## config.mk

```make
export PLATFORM = sky130hd
export DESIGN_NAME = instr_fetch_flat
export DESIGN_NICKNAME = d
export VERILOG_FILES = /design/src/rtl/instr_fetch_pkg.sv /design/src/rtl/instr_fetch_if.sv /design/src/rtl/fetch_timeout_counter.sv /design/src/rtl/instr_fetch.sv /design/src/flat_wrapper.sv
export SDC_FILE = /design/constraint.sdc
export NUM_CORES = 1
export LEC_CHECK = 0
export BUFFER_PORTS_ARGS = -buffer_cell sky130_fd_sc_hd__buf_2
export CAP_MARGIN = 20
export CORE_ASPECT_RATIO = 0.9
export CORE_MARGIN = 3
export CORE_UTILIZATION = 34
export CTS_CLUSTER_DIAMETER = 80
export DETAILED_ROUTE_END_ITERATION = 10
export SYNTH_ARGS = -nofsm -noshare
export SYNTH_HDL_FRONTEND = slang
export SYNTH_HIERARCHICAL = 1
export SYNTH_SLANG_ARGS = --single-unit
```

## constraint.sdc

```tcl
create_clock -name clk -period 2.58 [get_ports clk]
set_input_delay 0.516 -clock clk [delete_from_list [all_inputs] [get_ports clk]]
set_output_delay 0.516 -clock clk [all_outputs]
set_load 0.05 [all_outputs]
```

## src/rtl/instr_fetch_pkg.sv

```systemverilog
// Shared processor types for the instruction fetch stage.
// Holds the FSM state encodings, fault codes and the fetched-word payload.
package instr_fetch_pkg;

    localparam int unsigned XLEN = 32;

    typedef logic [XLEN-1:0] word_t;

    typedef enum logic [1:0] {
        ST_FETCH   = 2'b00,
        ST_HOLD    = 2'b01,
        ST_WAIT_PC = 2'b10,
        ST_FAULT   = 2'b11
    } fetch_state_e;

    typedef enum logic [1:0] {
        FAULT_NONE       = 2'b00,
        FAULT_MISALIGNED = 2'b01,
        FAULT_TIMEOUT    = 2'b10
    } fault_e;

    // Instruction word paired with the PC it was fetched from
    typedef struct packed {
        word_t instr;
        word_t addr;
    } fetch_pkt_t;

    function automatic logic is_word_aligned(input word_t addr);
        return addr[1:0] == 2'b00;
    endfunction

endpackage

```

## src/rtl/instr_fetch_if.sv

```systemverilog
// Fetch-stage bus: next-PC control, instruction memory port and decoder handshake.
interface instr_fetch_if;
    import instr_fetch_pkg::*;

    word_t  pc_next;
    logic   pc_load;
    logic   mem_req;
    word_t  mem_addr;
    logic   mem_ack;
    word_t  mem_rdata;
    word_t  instr;
    logic   instr_valid;
    logic   instr_ready;
    word_t  addr_instruction;
    fault_e fault;

    modport master (
        input  pc_next, pc_load, mem_ack, mem_rdata, instr_ready,
        output mem_req, mem_addr, instr, instr_valid, addr_instruction, fault
    );

    modport slave (
        output pc_next, pc_load, mem_ack, mem_rdata, instr_ready,
        input  mem_req, mem_addr, instr, instr_valid, addr_instruction, fault
    );

endinterface

```

## src/rtl/fetch_timeout_counter.sv

```systemverilog
// Counts cycles spent waiting for the memory acknowledge.
// expired_o flags that the current wait cycle is the TIMEOUT-th one.
module fetch_timeout_counter #(
    parameter int unsigned TIMEOUT = 16
) (
    input  logic clk,
    input  logic rst,
    input  logic clear_i,
    input  logic enable_i,
    output logic expired_o
);

    localparam int unsigned CW = (TIMEOUT > 1) ? $clog2(TIMEOUT) : 1;

    logic [CW-1:0] cnt_q, cnt_d;

    assign expired_o = (cnt_q == CW'(TIMEOUT - 1));

    // Saturates at the last wait cycle; the FSM leaves FETCH at that point
    always_comb begin
        cnt_d = cnt_q;
        if (clear_i) begin
            cnt_d = '0;
        end else if (enable_i && !expired_o) begin
            cnt_d = cnt_q + CW'(1);
        end
    end

    always_ff @(posedge clk) begin
        if (rst) begin
            cnt_q <= '0;
        end else begin
            cnt_q <= cnt_d;
        end
    end

endmodule

```

## src/rtl/instr_fetch.sv

```systemverilog
// Instruction fetch stage: owns the PC, reads instruction memory and hands
// registered instructions to the decoder, trapping on misalignment or timeout.
module instr_fetch
    import instr_fetch_pkg::*;
#(
    parameter word_t       RESET_PC = 32'h0000_0000,
    parameter int unsigned TIMEOUT  = 16
) (
    input  logic clk,
    input  logic rst,
    instr_fetch_if.master bus
);

    fetch_state_e state_q, state_d;
    word_t        pc_q, pc_d;
    fetch_pkt_t   pkt_q, pkt_d;
    logic         valid_q, valid_d;
    logic         mem_req_q, mem_req_d;
    fault_e       fault_q, fault_d;

    logic fetch_ack;
    logic wait_en;
    logic cnt_clear;
    logic cnt_expired;

    // An ack only counts while a request is actually on the bus
    assign fetch_ack = (state_q == ST_FETCH) && mem_req_q && bus.mem_ack;
    assign wait_en   = (state_q == ST_FETCH) && mem_req_q && !bus.mem_ack;
    assign cnt_clear = fetch_ack || ((state_q != ST_FETCH) && (state_d == ST_FETCH));

    fetch_timeout_counter #(
        .TIMEOUT (TIMEOUT)
    ) u_timeout (
        .clk       (clk),
        .rst       (rst),
        .clear_i   (cnt_clear),
        .enable_i  (wait_en),
        .expired_o (cnt_expired)
    );

    always_comb begin
        state_d = state_q;
        pc_d    = pc_q;
        pkt_d   = pkt_q;
        valid_d = valid_q;
        fault_d = fault_q;

        case (state_q)
            ST_FETCH: begin
                if (fetch_ack) begin
                    pkt_d.instr = bus.mem_rdata;
                    pkt_d.addr  = pc_q;
                    valid_d     = 1'b1;
                    state_d     = ST_HOLD;
                end else if (wait_en && cnt_expired) begin
                    fault_d = FAULT_TIMEOUT;
                    state_d = ST_FAULT;
                end
            end
            ST_HOLD: begin
                if (bus.instr_ready) begin
                    valid_d = 1'b0;
                    state_d = ST_WAIT_PC;
                end
            end
            ST_WAIT_PC: begin
                if (bus.pc_load) begin
                    if (is_word_aligned(bus.pc_next)) begin
                        pc_d    = bus.pc_next;
                        state_d = ST_FETCH;
                    end else begin
                        fault_d = FAULT_MISALIGNED;
                        state_d = ST_FAULT;
                    end
                end
            end
            ST_FAULT: begin
                valid_d = 1'b0;
            end
        endcase

        mem_req_d = (state_d == ST_FETCH);
    end

    always_ff @(posedge clk) begin
        if (rst) begin
            state_q <= ST_FETCH;
        end else begin
            state_q <= state_d;
        end
    end

    always_ff @(posedge clk) begin
        if (rst) begin
            pc_q      <= RESET_PC;
            pkt_q     <= '{instr: '0, addr: RESET_PC};
            valid_q   <= 1'b0;
            mem_req_q <= 1'b0;
            fault_q   <= FAULT_NONE;
        end else begin
            pc_q      <= pc_d;
            pkt_q     <= pkt_d;
            valid_q   <= valid_d;
            mem_req_q <= mem_req_d;
            fault_q   <= fault_d;
        end
    end

    assign bus.mem_req          = mem_req_q;
    assign bus.mem_addr         = pc_q;
    assign bus.instr            = pkt_q.instr;
    assign bus.addr_instruction = pkt_q.addr;
    assign bus.instr_valid      = valid_q;
    assign bus.fault            = fault_q;

endmodule

```

## src/flat_wrapper.sv

```systemverilog
// flat-port wrapper written by rule: the top's interface ports become plain ports
module instr_fetch_flat import instr_fetch_pkg::*;
#(
    parameter word_t       RESET_PC = 32'h0000_0000,
    parameter int unsigned TIMEOUT  = 16
)
  (clk, rst, bus_pc_next, bus_pc_load, bus_mem_ack, bus_mem_rdata, bus_instr_ready, bus_mem_req, bus_mem_addr, bus_instr, bus_instr_valid, bus_addr_instruction, bus_fault);
  instr_fetch_if bus_i ();
  input  logic clk;
  input  logic rst;
  input wire logic [$bits(bus_i.pc_next)-1:0] bus_pc_next;
  input wire logic [$bits(bus_i.pc_load)-1:0] bus_pc_load;
  input wire logic [$bits(bus_i.mem_ack)-1:0] bus_mem_ack;
  input wire logic [$bits(bus_i.mem_rdata)-1:0] bus_mem_rdata;
  input wire logic [$bits(bus_i.instr_ready)-1:0] bus_instr_ready;
  output wire logic [$bits(bus_i.mem_req)-1:0] bus_mem_req;
  output wire logic [$bits(bus_i.mem_addr)-1:0] bus_mem_addr;
  output wire logic [$bits(bus_i.instr)-1:0] bus_instr;
  output wire logic [$bits(bus_i.instr_valid)-1:0] bus_instr_valid;
  output wire logic [$bits(bus_i.addr_instruction)-1:0] bus_addr_instruction;
  output wire logic [$bits(bus_i.fault)-1:0] bus_fault;
  assign bus_i.pc_next = bus_pc_next;
  assign bus_i.pc_load = bus_pc_load;
  assign bus_i.mem_ack = bus_mem_ack;
  assign bus_i.mem_rdata = bus_mem_rdata;
  assign bus_i.instr_ready = bus_instr_ready;
  assign bus_mem_req = bus_i.mem_req;
  assign bus_mem_addr = bus_i.mem_addr;
  assign bus_instr = bus_i.instr;
  assign bus_instr_valid = bus_i.instr_valid;
  assign bus_addr_instruction = bus_i.addr_instruction;
  assign bus_fault = bus_i.fault;
  instr_fetch #(.RESET_PC(RESET_PC), .TIMEOUT(TIMEOUT)) u_core (.clk(clk), .rst(rst), .bus(bus_i));
endmodule
```

---- Word-level counts from Yosys, hierarchy flattened ----
Cells that the tools add are included.
operators by class
  multiplexer cells ....................... 14
  reductions and logical operators ........ 20
  equal/unequal tests ..................... 10
  $add $sub $neg .......................... 1
operator list
  operator             number
  $mux 2               9
  $ne 2x2->1 const B   5
  $logic_and 1x1->1    6
  $logic_not 2->1      3
  $pmux 2 s3           1
  $reduce_and 3->1     2
  $reduce_and 5->1     1
  $add 4x1->4 const B  1
  $eq 2x2->1 const B   2
  $eq 4x4->1 const B   1
  $pmux 2 s2           1
  $reduce_bool 2->1    2
  $pmux 1 s3           1
  $reduce_bool 3->1    1
  $eq 2x1->1 const B   1
  $logic_not 1->1      2
  $mux 1               2
  $ne 2x1->1 const B   1
  $reduce_and 2->1     1
  $reduce_or 2->1      1
  $logic_or 1x1->1     1
word-level totals
  input port bits ......................... 69
  register bits after elaboration ......... 106
  logic and storage cells ................. 53
  output and inout bits ................... 100

---- Longest topological paths before layout ----
  depth in word-level cells ............... 11
  gate-level depth with buffers ........... 7
  depth with buffers taken out ............ 6

---- Cells and area by module ----
The synthesis kept the hierarchy.
by module, submodules not included
  module                 times used  cells each  area an instance (um^2)  seq. area each (um^2)
  instr_fetch            1           458         3,803.6                  2,042.0
  fetch_timeout_counter  1           22          211.5                    80.1

---- Least setup slack after synthesis ----
No wires, ideal clock.
  kind .................................... flip-flop to flip-flop
  from .................................... register u_core.mem_req_q, in the netlist u_core/bus.mem_req
  to ...................................... register u_core.u_timeout.cnt_q[3]
  stages on the path, launching flop included .. 5
  buffers on the path ..................... 0
  data arrival time ....................... 1,852 ps
  setup slack ............................. 603 ps
  data required time ...................... 2,455 ps
  period minus slack after synthesis ...... 1,977 ps
  cells stage by stage .................... dfxtp_1 > nor4b_1 > nand4_1 > o211ai_2 > o41ai_2
between the ends
  cells in the longest elaborated chain, start to end .. 10
  elaborated cells between the ends (all ways) .. 12
ends and longest elaborated chain
  element                            RTL line                     text
  start: declaration                 instr_fetch.sv:18            logic mem_req_q, mem_req_d;
  start signal: assignment           instr_fetch.sv:104           mem_req_q <= mem_req_d;
  $logic_and 1x1->1 * (2 in series)  instr_fetch.sv:28            assign wait_en = (state_q == ST_FETCH) && mem_req_q && !bus.mem_ack;
  via u_core.wait_en                 instr_fetch.sv:22            logic wait_en;
  $logic_and 1x1->1                  instr_fetch.sv:55            end else if (wait_en && cnt_expired) begin
  $mux 2                             instr_fetch.sv:55
  $mux 2                             instr_fetch.sv:50            if (fetch_ack) begin
  $pmux 2 s3                         instr_fetch.sv:48            case (state_q)
  $logic_not 2->1                    instr_fetch.sv:29            assign cnt_clear = fetch_ack || ((state_q != ST_FETCH) && (state_d == ST_FETCH));
  $logic_and 1x1->1                  instr_fetch.sv:29
  $logic_or 1x1->1                   instr_fetch.sv:29
  $reduce_or 2->1 (no line)          --
  end signal: assignment             fetch_timeout_counter.sv:33  cnt_q <= cnt_d;
  end: declaration                   fetch_timeout_counter.sv:15  logic [CW-1:0] cnt_q, cnt_d;
The timed path passes the listed nets; every way through them passes the cells marked *.
A chain may end at the register's enable or synchronous reset.

---- Worst setup path after layout ----
  from .................................... register u_core.state_q[0]
  to ...................................... register u_core.u_timeout.cnt_q[3]
between the ends
  cells in the longest elaborated chain, start to end .. 11
  elaborated cells between the ends (all ways) .. 18
ends and longest elaborated chain
  element                      RTL line                                                 text
  start: declaration           instr_fetch.sv:14                                        fetch_state_e state_q, state_d;
  start signal: assignment     instr_fetch.sv:89                                        state_q <= state_d;
  $logic_not 2->1              instr_fetch.sv:27, instr_fetch.sv:28, instr_fetch.sv:48
  $logic_and 1x1->1            instr_fetch.sv:27, instr_fetch.sv:28
  $logic_and 1x1->1            instr_fetch.sv:28
  $logic_and 1x1->1            instr_fetch.sv:55
  $mux 2                       instr_fetch.sv:55
  $mux 2                       instr_fetch.sv:50
  $pmux 2 s3                   instr_fetch.sv:48
  $logic_not 2->1              instr_fetch.sv:29
  $logic_and 1x1->1            instr_fetch.sv:29
  $logic_or 1x1->1 *           instr_fetch.sv:29
  via u_core.cnt_clear         instr_fetch.sv:23                                        logic cnt_clear;
  $reduce_or 2->1 (no line) *  --
Marks and branches as above.

==> impl_results.md <==
* GRT overflow at 0
* Endpoints failing hold at 0
* Hold path endpoint: u_core/bus.instr[4]
* Via density at 4.92
* Synthesis-to-layout area growth at 30.5%
* Commonest non-fill, non-tap cells in the layout: 167 x buf_2, 132 x nand2_1, 106 x dfxtp_1
* Die H at 109 um
* Chip width at 121 um
* Ys flop type: dfxtp_1
* Max_cap viols at 0
* Hold Buf Count CTS at 0
* Max-slew violations at 0
* First drt pass iteration count at 4
* H-tree levels at 3
* Fin crit share at 73.7%
* Min Hold Slack at 0.406 ns
* Fin Clk Skew at 0.00196 ns
* CP max FO at 39
* Reg-to-reg endpoint: u_core/u_timeout/cnt_q[3]
* Routability cong. at 0.771
* Max clock buf depth at 2
* Diode count at 0
* Crit path DAT at 2.15 ns
* Port bufs at 168
* Maximum vdd drop at 0.311 mV
* Avg WL per Cell at 14.2 um
* Die ar. at 13,200 sq um
* Top cells by area, synth: dfxtp_1 53%, a21oi_1 12%, nand2_1 12%
* Clk slew on worst S/H paths at 0.07 ns
* Final min period at 1.90 ns
* Worst Hold Depth at 3
* Later-pin clock latency in the skew report at 0.34 ns
* Most common cell after layout, fill and taps aside: buf_2
* Core region area at 11,500 sq um
* I/O Pins at 169
* Netlist cell types at 34
* RSZ-0062 raised after global routing: false
* # rows at 37
* First-pass GRT wire length at 17,900 um
* Startpoint Class: flip-flop
* Final net count at 696
* Ys async rst share at 0%
* Yosys top cell area share at 52.9%
* Final design utilization at 45.7%
* Final setup violating endpoints at 0
* Post-Syn Nets at 550
* Detailed-route via count at 3,869
* Cell taking the most area after synthesis: dfxtp_1
* Run status: finished, final reports clean
* Vias in the first global route at 3,582
* Initial antenna violation count at 0
* Cts bufs inserted at 9
* Total Routing Usage GR at 16.8%
* PostCTS Resize Cnt at 0
* DPL Wire Length at 7680 um
* Aggregate routed wire length at 11,200 um
* Yosys reg bits at 106
* Pleak at 2.20 nW
* Slew headroom at 54.6%
* CTS Sinks at 106
* Starting Density at 35.0%
* Number of synthesized flops with an enable pin at 0
* Iter 0 DRT Violations at 257
* Post-CTS Setup Bufs at 0
* Share of cells above drive strength 1 at 32.5%
* Syn. warnings at 6
* F_max at 526 MHz
* Mapped cell area at 4020 sq um
* Routed Antenna Nets at 0
* Worst-margin pin slew at 0.682 ns
* Post-Synthesis Cells at 480
* HP Start: bus_mem_rdata[4]
* Setup TNS at 0 ns
* Residual DRC at 0
* Required time worst endpoint at 2.83 ns
* R2R depth at 6
* Pin count of the biggest net entering global routing at 66
* Synthesized area per cell at 8.36 sq um
* R2R Setup Slk at 0.68 ns
* Crit end category: flip-flop
* CP Class: reg -> reg
* Power density over the cells at 677 nW/um^2
* RR Startpoint: u_core/state_q[0]
* HP Class: in -> reg
* Sequential area share after synthesis at 52.9%
* CTS Root Cell: clkbuf_16
* CTS tree: yes
* Total power at 3.55 mW
report_power, final:
part	leakage (nW)	switching, mW	internal (mW)
sequential	0.857	0.0242	1.68
clock	0.145	0.603	0.805
combinational	1.20	0.321	0.120
total	2.20	0.948	2.60
logic make-up (layout without fill, tap and decap cells):
family                   count (synthesis)  in the layout  synth area share (%)
flip-flops                             106            106                  52.9
AND/OR/NAND/NOR                        186            186                  20.3
adder cells (fa/ha/maj)                  1              1                 0.312
AO/OA/AOI/OAI                          140            140                  20.3
buffers and inverters                   47            198                  6.26
cell usage after synthesis (2+ instances only):
cell,number
dfxtp_1,106
a21oi_1,100
nor2b_1,2
o211ai_1,2
buf_2,9
nand2_1,132
inv_1,2
buf_1,3
nand4b_1,2
or2_2,2
clkbuf_1,22
nor2_1,5
nor3b_1,4
o31ai_1,31
nand3_1,31
buf_4,3
buf_6,7
how the worst max path moves through the flow:
| stage | start | to | slack, ns | cells past startpoint |
|---|---|---|---|---|
| 5_1_grt | u_core/state_q[0] | u_core/u_timeout/cnt_q[0] | 0.50 | 6 |
| 4_1_cts | u_core/state_q[1] | u_core/bus.fault[0] | 0.58 | 3 |
| 6_report | u_core/state_q[0] | u_core/u_timeout/cnt_q[3] | 0.68 | 6 |
| 3_5_place_dp | bus_pc_load | u_core/bus.fault[0] | 0.51 | 4 |
| 3_3_place_gp | bus_pc_load | u_core/bus.fault[0] | 0.55 | 4 |
| 2_1_floorplan | u_core/bus.mem_req | u_core/u_timeout/cnt_q[3] | 0.60 | 4 |
final cells by class:
type / instances / area [sq um]
multi-input combinational: 327 / 1660
sequential: 106 / 2120
clock buffer: 12 / 256
tap: 156 / 195
timing repair buffer: 179 / 946
clock inverter: 4 / 50.0
fill: 1192 / 6240
inverter: 3 / 11.3
state kept, by name, summed over array words and instances (netlist names):
register / cells
u_core/bus.addr_instruction: 32
u_core/bus.instr: 32
u_core/bus.mem_addr: 32
u_core/u_timeout/cnt_q: 4
u_core/bus.fault: 2
u_core/state_q: 2
u_core/bus.instr_valid: 1
u_core/bus.mem_req: 1
critical path, cell delays in order, from the launching register on:
cell	delay (ns)
dfxtp_1	0.33
buf_4	0.36
and4bb_2	0.28
or2_2	0.31
nor2_1	0.31
o211ai_2	0.15
o41ai_2	0.06
per-stage QoR:
stage,instance area (sq um),std cells,setup WS (ns)
2_1_floorplan,4020,480,0.603
4_1_cts,5210,786,0.581
5_1_grt,5240,787,0.499
6_report,5240,787,0.678
3_3_place_gp,4910,770,0.546
3_5_place_dp,4910,770,0.506
layer usage:
layer	GRT usage, %	share of wire (%)
met1	22.6	45
met2	26.0	47
met3	4.98	7.1
met4	5.74	1.3
met5	0	0
Note: power is estimated with default switching activity, not from simulation.
